### config.mk
export PLATFORM = sky130hd
export DESIGN_NAME = pc_seq
export DESIGN_NICKNAME = d
export VERILOG_FILES = /design/src/rtl/pc_seq.sv
export SDC_FILE = /design/constraint.sdc
export NUM_CORES = 1
export LEC_CHECK = 0
export CELL_PAD_IN_SITES_DETAIL_PLACEMENT = 1
export CELL_PAD_IN_SITES_GLOBAL_PLACEMENT = 1
export CORE_MARGIN = 4
export CORE_UTILIZATION = 24
export CTS_BUF_LIST = sky130_fd_sc_hd__clkbuf_8
export CTS_CLUSTER_DIAMETER = 100
export DETAILED_ROUTE_END_ITERATION = 8
export PLACE_DENSITY_LB_ADDON = 0.05
export SYNTH_ARGS = -nofsm -noshare
export SYNTH_HDL_FRONTEND = slang
export SYNTH_SLANG_ARGS = --single-unit
### constraint.sdc
create_clock -name clk -period 10.2 [get_ports clk]
set_clock_uncertainty 0.05 [all_clocks]
set_input_delay 1.53 -clock clk [delete_from_list [all_inputs] [get_ports clk]]
set_output_delay 1.53 -clock clk [all_outputs]
set_load 0.05 [all_outputs]
### src/rtl/pc_seq.sv
// Program counter sequencer: normal/branch/jump update, stall hold,
// single-level exception entry with EPC/ERET, and a circular return-address stack.
// All state advances on the falling clock edge.
module pc_seq #(
    parameter int unsigned          ADDR_W     = 32,
    parameter logic [ADDR_W-1:0]    RESET_PC   = '0,
    parameter logic [ADDR_W-1:0]    EXC_VECTOR = ADDR_W'(32'h00000040),
    parameter int unsigned          RAS_DEPTH  = 4
) (
    input  logic                          clk,
    input  logic                          rst,
    input  logic                          stall,
    input  logic [1:0]                    pc_inc_type,
    input  logic                          alu_branch_result,
    input  logic [ADDR_W-1:0]             abs_addr,
    input  logic [ADDR_W-1:0]             branch_addr,
    input  logic                          push_ret,
    input  logic                          pop_ret,
    input  logic                          exc_req,
    input  logic                          eret,
    output logic [ADDR_W-1:0]             current_pc,
    output logic [ADDR_W-1:0]             epc,
    output logic                          in_exc,
    output logic [$clog2(RAS_DEPTH):0]    ras_count,
    output logic                          ras_underflow
);

    localparam int unsigned PTR_W = $clog2(RAS_DEPTH);
    localparam int unsigned CNT_W = PTR_W + 1;

    typedef enum logic {
        ST_RUN = 1'b0,
        ST_EXC = 1'b1
    } mode_t;

    mode_t              r_mode, w_mode_nxt;
    logic [ADDR_W-1:0]  r_pc, w_pc_nxt;
    logic [ADDR_W-1:0]  r_epc, w_epc_nxt;
    logic [PTR_W-1:0]   r_ptr, w_ptr_nxt;
    logic [CNT_W-1:0]   r_count, w_count_nxt;
    logic               r_underflow, w_underflow_nxt;
    logic [ADDR_W-1:0]  r_ras [RAS_DEPTH];

    logic               w_ras_we;
    logic [PTR_W-1:0]   w_ras_waddr;
    logic [ADDR_W-1:0]  w_normal_pc;
    logic [ADDR_W-1:0]  w_branched_pc;
    logic [PTR_W-1:0]   w_top_idx;
    logic [ADDR_W-1:0]  w_top;
    logic               w_empty;
    logic               w_full;

    // Candidate next-PC values and stack status (r_ptr points at the next free slot)
    assign w_normal_pc   = r_pc + ADDR_W'(1);
    assign w_branched_pc = w_normal_pc + branch_addr;
    assign w_top_idx     = r_ptr - PTR_W'(1);
    assign w_top         = r_ras[w_top_idx];
    assign w_empty       = (r_count == CNT_W'(0));
    assign w_full        = (r_count == CNT_W'(RAS_DEPTH));

    // Next-state decode: exception > eret > stall > return-pop > pc_inc_type
    always_comb begin
        w_mode_nxt      = r_mode;
        w_pc_nxt        = r_pc;
        w_epc_nxt       = r_epc;
        w_ptr_nxt       = r_ptr;
        w_count_nxt     = r_count;
        w_underflow_nxt = 1'b0;
        w_ras_we        = 1'b0;
        w_ras_waddr     = r_ptr;

        if (exc_req && (r_mode == ST_RUN)) begin
            w_epc_nxt  = r_pc;
            w_pc_nxt   = EXC_VECTOR;
            w_mode_nxt = ST_EXC;
        end else if (eret && (r_mode == ST_EXC)) begin
            w_pc_nxt   = r_epc;
            w_mode_nxt = ST_RUN;
        end else if (!stall) begin
            if (pop_ret) begin
                if (!w_empty) begin
                    w_pc_nxt = w_top;
                end else begin
                    w_pc_nxt        = w_normal_pc;
                    w_underflow_nxt = 1'b1;
                end
            end else begin
                unique case (pc_inc_type)
                    2'b01:   w_pc_nxt = alu_branch_result ? w_branched_pc : w_normal_pc;
                    2'b10:   w_pc_nxt = alu_branch_result ? abs_addr : w_normal_pc;
                    default: w_pc_nxt = w_normal_pc;
                endcase
            end

            // Push+pop on a non-empty stack replaces the top in place
            if (push_ret && pop_ret && !w_empty) begin
                w_ras_we    = 1'b1;
                w_ras_waddr = w_top_idx;
            end else if (push_ret) begin
                w_ras_we    = 1'b1;
                w_ras_waddr = r_ptr;
                w_ptr_nxt   = r_ptr + PTR_W'(1);
                w_count_nxt = w_full ? r_count : r_count + CNT_W'(1);
            end else if (pop_ret && !w_empty) begin
                w_ptr_nxt   = w_top_idx;
                w_count_nxt = r_count - CNT_W'(1);
            end
        end
    end

    // Control/PC state register, asynchronously reset
    always_ff @(negedge clk or posedge rst) begin
        if (rst) begin
            r_mode      <= ST_RUN;
            r_pc        <= RESET_PC;
            r_epc       <= '0;
            r_ptr       <= '0;
            r_count     <= '0;
            r_underflow <= 1'b0;
        end else begin
            r_mode      <= w_mode_nxt;
            r_pc        <= w_pc_nxt;
            r_epc       <= w_epc_nxt;
            r_ptr       <= w_ptr_nxt;
            r_count     <= w_count_nxt;
            r_underflow <= w_underflow_nxt;
        end
    end

    // Return-address storage; contents need no reset since ras_count gates use
    always_ff @(negedge clk) begin
        if (w_ras_we) begin
            r_ras[w_ras_waddr] <= w_normal_pc;
        end
    end

    assign current_pc    = r_pc;
    assign epc           = r_epc;
    assign in_exc        = (r_mode == ST_EXC);
    assign ras_count     = r_count;
    assign ras_underflow = r_underflow;

endmodule

# [After elaboration in Yosys (flattened, before gate mapping)]
# Memory sizes are Yosys's and may differ from the RTL's.
# Index checks and enable logic that the tools add are counted.
[word_totals] register_bits=71 ram_bits=128 in_bits=74 out_inout_bits=69 mem_count=1
[memory_table] memory="r_ras" words=4 width=32 read_ports=1 rd_ports_with_merged_regs=0 write_ports=1 line_no="42" rtl="logic [ADDR_W-1:0] r_ras [RAS_DEPTH];"
[classes] addsub=6 eq_ne=5 muxes=31 bitwise_logic=5 reduce_logical=11
[op_table] operator="$mux 32" n=7
[op_table] operator="$pmux 32 s2" n=1
[op_table] operator="$add 32x1->32 const B" n=1
[op_table] operator="$add 32x32->32" n=1
[op_table] operator="$mux 1" n=14
[op_table] operator="$mux 2" n=6
[op_table] operator="$mux 3" n=3
[op_table] operator="$reduce_and 6->1" n=1
[op_table] operator="$logic_and 1x1->1" n=5
[op_table] operator="$not 1->1" n=5
[op_table] operator="$reduce_and 5->1" n=1
[op_table] operator="$reduce_bool 2->1" n=2
[op_table] operator="$add 3x1->3 const B" n=1
[op_table] operator="$eq 3x3->1 const B" n=1
[op_table] operator="$logic_not 3->1" n=1
[op_table] operator="$ne 3x1->1 const B" n=1
[op_table] operator="$sub 3x1->3 const B" n=1
[op_table] operator="$add 2x1->2 const B" n=1
[op_table] operator="$eq 2x1->1 const B" n=1
[op_table] operator="$eq 2x2->1 const B" n=1
[op_table] operator="$ne 2x2->1 const B" n=1
[op_table] operator="$sub 2x1->2 const B" n=1
[op_table] operator="$logic_not 1->1" n=1

# [Depth between registers and ports, before layout]
[depth] depth_word=9 depth_mapped=16 depth_no_buf=15

==> flow_metrics.env <==
export IMPL_synth_edff_count=128
export IMPL_design_final_nets=1351
export IMPL_finalWirelength_um=47100
export IMPL_p_leak_nw=5.78
export IMPL_yosys_register_bits=199
export IMPL_m1WireLength_um=22700
export IMPL_maximum_vdd_ir_drop_mv=0.168
export IMPL_maxCapViolations=0
export IMPL_footprint_of_the_multi_input_gates_um2=5220
export IMPL_synth_top_cell_area_share=0.346
export IMPL_worst_reg2reg_startpoint="current_pc[9]"
export IMPL_met3WireLength_um=1900
export IMPL_floorplan_core_area_um2=45600
export IMPL_root_buffer="sky130_fd_sc_hd__clkbuf_8"
export IMPL_timing_final_hold_violations=0
export IMPL_grt_pass1_vias=9908
export IMPL_postSynth_asyncResetShare=0.357
export IMPL_post_synth_instance_area_um2=11100
export IMPL_cts_buffer_depth=2
export IMPL_worstMarginPinSlew_ns=0.898
export IMPL_syn_mean_instance_area_um2=11.7
export IMPL_crit_path_capture="current_pc[28]"
export IMPL_synth_top_cells_by_area="sky130_fd_sc_hd__edfxtp_1 (35%), sky130_fd_sc_hd__dfrtn_1 (16%), sky130_fd_sc_hd__mux4_2 (6.5%), sky130_fd_sc_hd__ha_1 (4.6%), sky130_fd_sc_hd__a21oi_1 (3.6%)"
export IMPL_power_density_nw_per_um2=283
export IMPL_via_count=9286
export IMPL_crit_fanout=3
export IMPL_report_final_setup_viol=0
export IMPL_ant_nets=0
export IMPL_cts_tree="done"
export IMPL_maxSlewViolCount=0
export IMPL_worst_ep_arrival_time_ns=4.62
export IMPL_hold_fix_buffer_count_after_cts=0
export IMPL_post_cts_setup_buffer_count=0
export IMPL_die_footprint_um2=49800
export IMPL_ios=143
export IMPL_numCtsBuffers=17
export IMPL_start_kind="primary input"
export IMPL_ctsHtreeMaxLevel=4
export IMPL_grt_antenna_before_repair=1
export IMPL_place_congestion=0.771
export IMPL_largest_net_degree_at_the_start_of_global_routing=40
export IMPL_wire_length_of_the_first_global_routing_pass_um=69800
export IMPL_cts_clk_slew_worst_paths_ns=0.07
export IMPL_globalRoute_totalOverflow=0
export IMPL_cts_resized=0
export IMPL_routed_top_layer="met4"
export IMPL_reg2reg_to="current_pc[19]"
export IMPL_timing_hold_ws_ns=0.408
export IMPL_globalRouteTotalUtil=0.192
export IMPL_outcome="completed"
export IMPL_remaining_drc_errors=0
export IMPL_synth_nets=1070
export IMPL_synth_flop_cell="sky130_fd_sc_hd__edfxtp_1"
export IMPL_rsz0062_at_grt="false"
export IMPL_clk_insertion_delay_late_ns=0.58
export IMPL_startpoint="branch_addr[0]"
export IMPL_worst_reg_to_reg_setup_slack_ns=5.18
export IMPL_cts_sinks=199
export IMPL_io_buffers=142
export IMPL_timing_critical_path_to_type="flop"
export IMPL_die_height_um=223
export IMPL_register_area_um2=5620
export IMPL_yosys_cell_types_count=77
export IMPL_fillCellCount=5108
export IMPL_routed_wire_length_per_instance_um=25.5
export IMPL_synth_sequential_area_ratio=0.506
export IMPL_post_synth_top_area_cell="sky130_fd_sc_hd__edfxtp_1"
export IMPL_place_hpwl_um=34000
export IMPL_layout_drive_gt1_share=0.127
export IMPL_setup_worst_path_class="in2reg"
export IMPL_relSlewSlack=0.401
export IMPL_via_per_inst=5.03
export IMPL_crit_required_ns=5.38
export IMPL_synthCells=953
export IMPL_total_power_w=0.00406
export IMPL_die_width_um=223
export IMPL_yosys_warnings=0
export IMPL_setup_tns_ns=0
export IMPL_diode_insertion_count_for_antenna_repair=0
export IMPL_cells_on_worst_reg2reg_path=14
export IMPL_initial_drc_count=670
export IMPL_starting_density_of_the_core=0.244
export IMPL_hold_path_class="reg2reg"
export IMPL_dr_pass1_iters=5
export IMPL_core_rowCount=78
export IMPL_met2_wirelength_um=21800
export IMPL_syn_to_final_growth_pct=29.2
registers in the layout, summed over array words and instances, names as in the netlist:
register and flops:
r_ptr 2, r_ras 128, epc 32, ras_count 3
in_exc 1, ras_underflow 1, current_pc 32
power by group:
part           switching [W]  internal (W)  leakage [nW]  total, W
registers           0.000198       0.00110          2.09   0.00130
clock network       0.000442      0.000341         0.903  0.000783
logic                0.00126      0.000718          2.79   0.00198
metal layers:
metal | up-vias | track usage
met3 | 40 | 0.0376
li1 | 4248 | -
met2 | 209 | 0.303
met4 | 0 | 0.0447
met1 | 4789 | 0.273
met5 | - | 0
per-stage QoR:
stage,instance area [um2],setup WS (ns),instances,util
after global placement,13400,0.345,1688,0.295
after floorplan,11100,0.623,953,-
after global routing,14400,0.503,1847,0.315
final,14400,0.762,1847,0.315
after CTS,14400,0.803,1847,0.315
after detailed placement,13400,0.263,1688,0.295
cells in the mapped netlist (4+ instances only):
master                     count
sky130_fd_sc_hd__nor2b_1       4
sky130_fd_sc_hd__mux2_2       29
sky130_fd_sc_hd__xnor2_1      33
sky130_fd_sc_hd__mux4_2       32
sky130_fd_sc_hd__dfrtn_1      71
sky130_fd_sc_hd__a211oi_1      8
sky130_fd_sc_hd__a221o_1      10
sky130_fd_sc_hd__nand4_1      12
sky130_fd_sc_hd__a21o_1       14
sky130_fd_sc_hd__or3_1         7
sky130_fd_sc_hd__and3_1        9
sky130_fd_sc_hd__buf_2        11
sky130_fd_sc_hd__inv_1        26
sky130_fd_sc_hd__nor3_1       14
sky130_fd_sc_hd__o21bai_1      4
sky130_fd_sc_hd__nor2_1       63
sky130_fd_sc_hd__edfxtp_1    128
sky130_fd_sc_hd__and4_1        5
sky130_fd_sc_hd__o221ai_1     23
sky130_fd_sc_hd__xor2_1       19
sky130_fd_sc_hd__nand3_1      23
sky130_fd_sc_hd__a22oi_1      20
sky130_fd_sc_hd__a31oi_1       8
sky130_fd_sc_hd__o21ai_1       6
sky130_fd_sc_hd__nor4_1        4
sky130_fd_sc_hd__o22ai_1       4
sky130_fd_sc_hd__clkbuf_1     37
sky130_fd_sc_hd__o21ai_0      77
sky130_fd_sc_hd__ha_1         41
sky130_fd_sc_hd__nand2b_1      8
sky130_fd_sc_hd__nand2_1      52
sky130_fd_sc_hd__and2_1        5
sky130_fd_sc_hd__a21oi_1      80
cell usage in the layout, fill, tap and decap left out, types with 9 or more instances in the layout:
master	count
sky130_fd_sc_hd__edfxtp_1	128
sky130_fd_sc_hd__xnor2_1	33
sky130_fd_sc_hd__buf_4	41
sky130_fd_sc_hd__clkbuf_8	17
sky130_fd_sc_hd__a22oi_1	20
sky130_fd_sc_hd__ha_1	41
sky130_fd_sc_hd__o221ai_1	23
sky130_fd_sc_hd__nand2_1	52
sky130_fd_sc_hd__nand3_1	23
sky130_fd_sc_hd__clkdlybuf4s50_1	142
sky130_fd_sc_hd__xor2_1	19
sky130_fd_sc_hd__nor3_1	14
sky130_fd_sc_hd__o21ai_0	77
sky130_fd_sc_hd__a21oi_1	78
sky130_fd_sc_hd__nand4_1	12
sky130_fd_sc_hd__mux2_2	29
sky130_fd_sc_hd__nor2_1	61
sky130_fd_sc_hd__inv_1	153
sky130_fd_sc_hd__a21o_1	14
sky130_fd_sc_hd__and3_1	9
sky130_fd_sc_hd__dfrtn_1	71
sky130_fd_sc_hd__a221o_1	10
sky130_fd_sc_hd__mux4_2	32
critical path, cell delays in order:
cell                              delay, ns
sky130_fd_sc_hd__clkdlybuf4s50_1       0.47
sky130_fd_sc_hd__ha_1                  0.19
sky130_fd_sc_hd__inv_1                 0.07
sky130_fd_sc_hd__fa_1                  0.43
sky130_fd_sc_hd__and2b_1               0.25
sky130_fd_sc_hd__o31ai_1               0.07
sky130_fd_sc_hd__buf_4                 0.16
sky130_fd_sc_hd__a21oi_1               0.17
sky130_fd_sc_hd__a21boi_0              0.11
sky130_fd_sc_hd__buf_4                 0.16
sky130_fd_sc_hd__a211oi_1              0.44
sky130_fd_sc_hd__mux2i_1               0.15
sky130_fd_sc_hd__a2111oi_0             0.29
sky130_fd_sc_hd__o21ai_0               0.12
cell type report:
class | count | share of cell area
well taps | 600 | 0.0523
clock inverters | 143 | 0.0473
repair buffers | 184 | 0.122
clock buffers | 17 | 0.0163
multi-input cells | 678 | 0.364
flip-flops and latches | 199 | 0.392
inverters | 26 | 0.00689
how the worst min path moves through the flow:
| stage | slack [ns] | start | depth (start not counted) | end |
|---|---|---|---|---|
| 6_report | 0.41 | ras_count[2] | 1 | ras_count[2] |
| 3_3_place_gp | 0.41 | ras_count[2] | 1 | ras_count[2] |
| 3_5_place_dp | 0.40 | ras_count[2] | 1 | ras_count[2] |
| 2_1_floorplan | 0.57 | r_ras[1][2] | 3 | current_pc[2] |
| 4_1_cts | 0.41 | ras_count[2] | 1 | ras_count[2] |
| 5_1_grt | 0.45 | ras_count[2] | 1 | ras_count[2] |
kinds of logic after synthesis:
logic type               synth area share
AO/OA/AOI/OAI                       0.171
XOR/XNOR                           0.0425
adder cells (fa/ha/maj)            0.0498
buffers and inverters              0.0270
flip-flops                          0.506
multiplexers                       0.0961
AND/OR/NAND/NOR                     0.108
No activity file was read; power rests on OpenSTA's default activity.
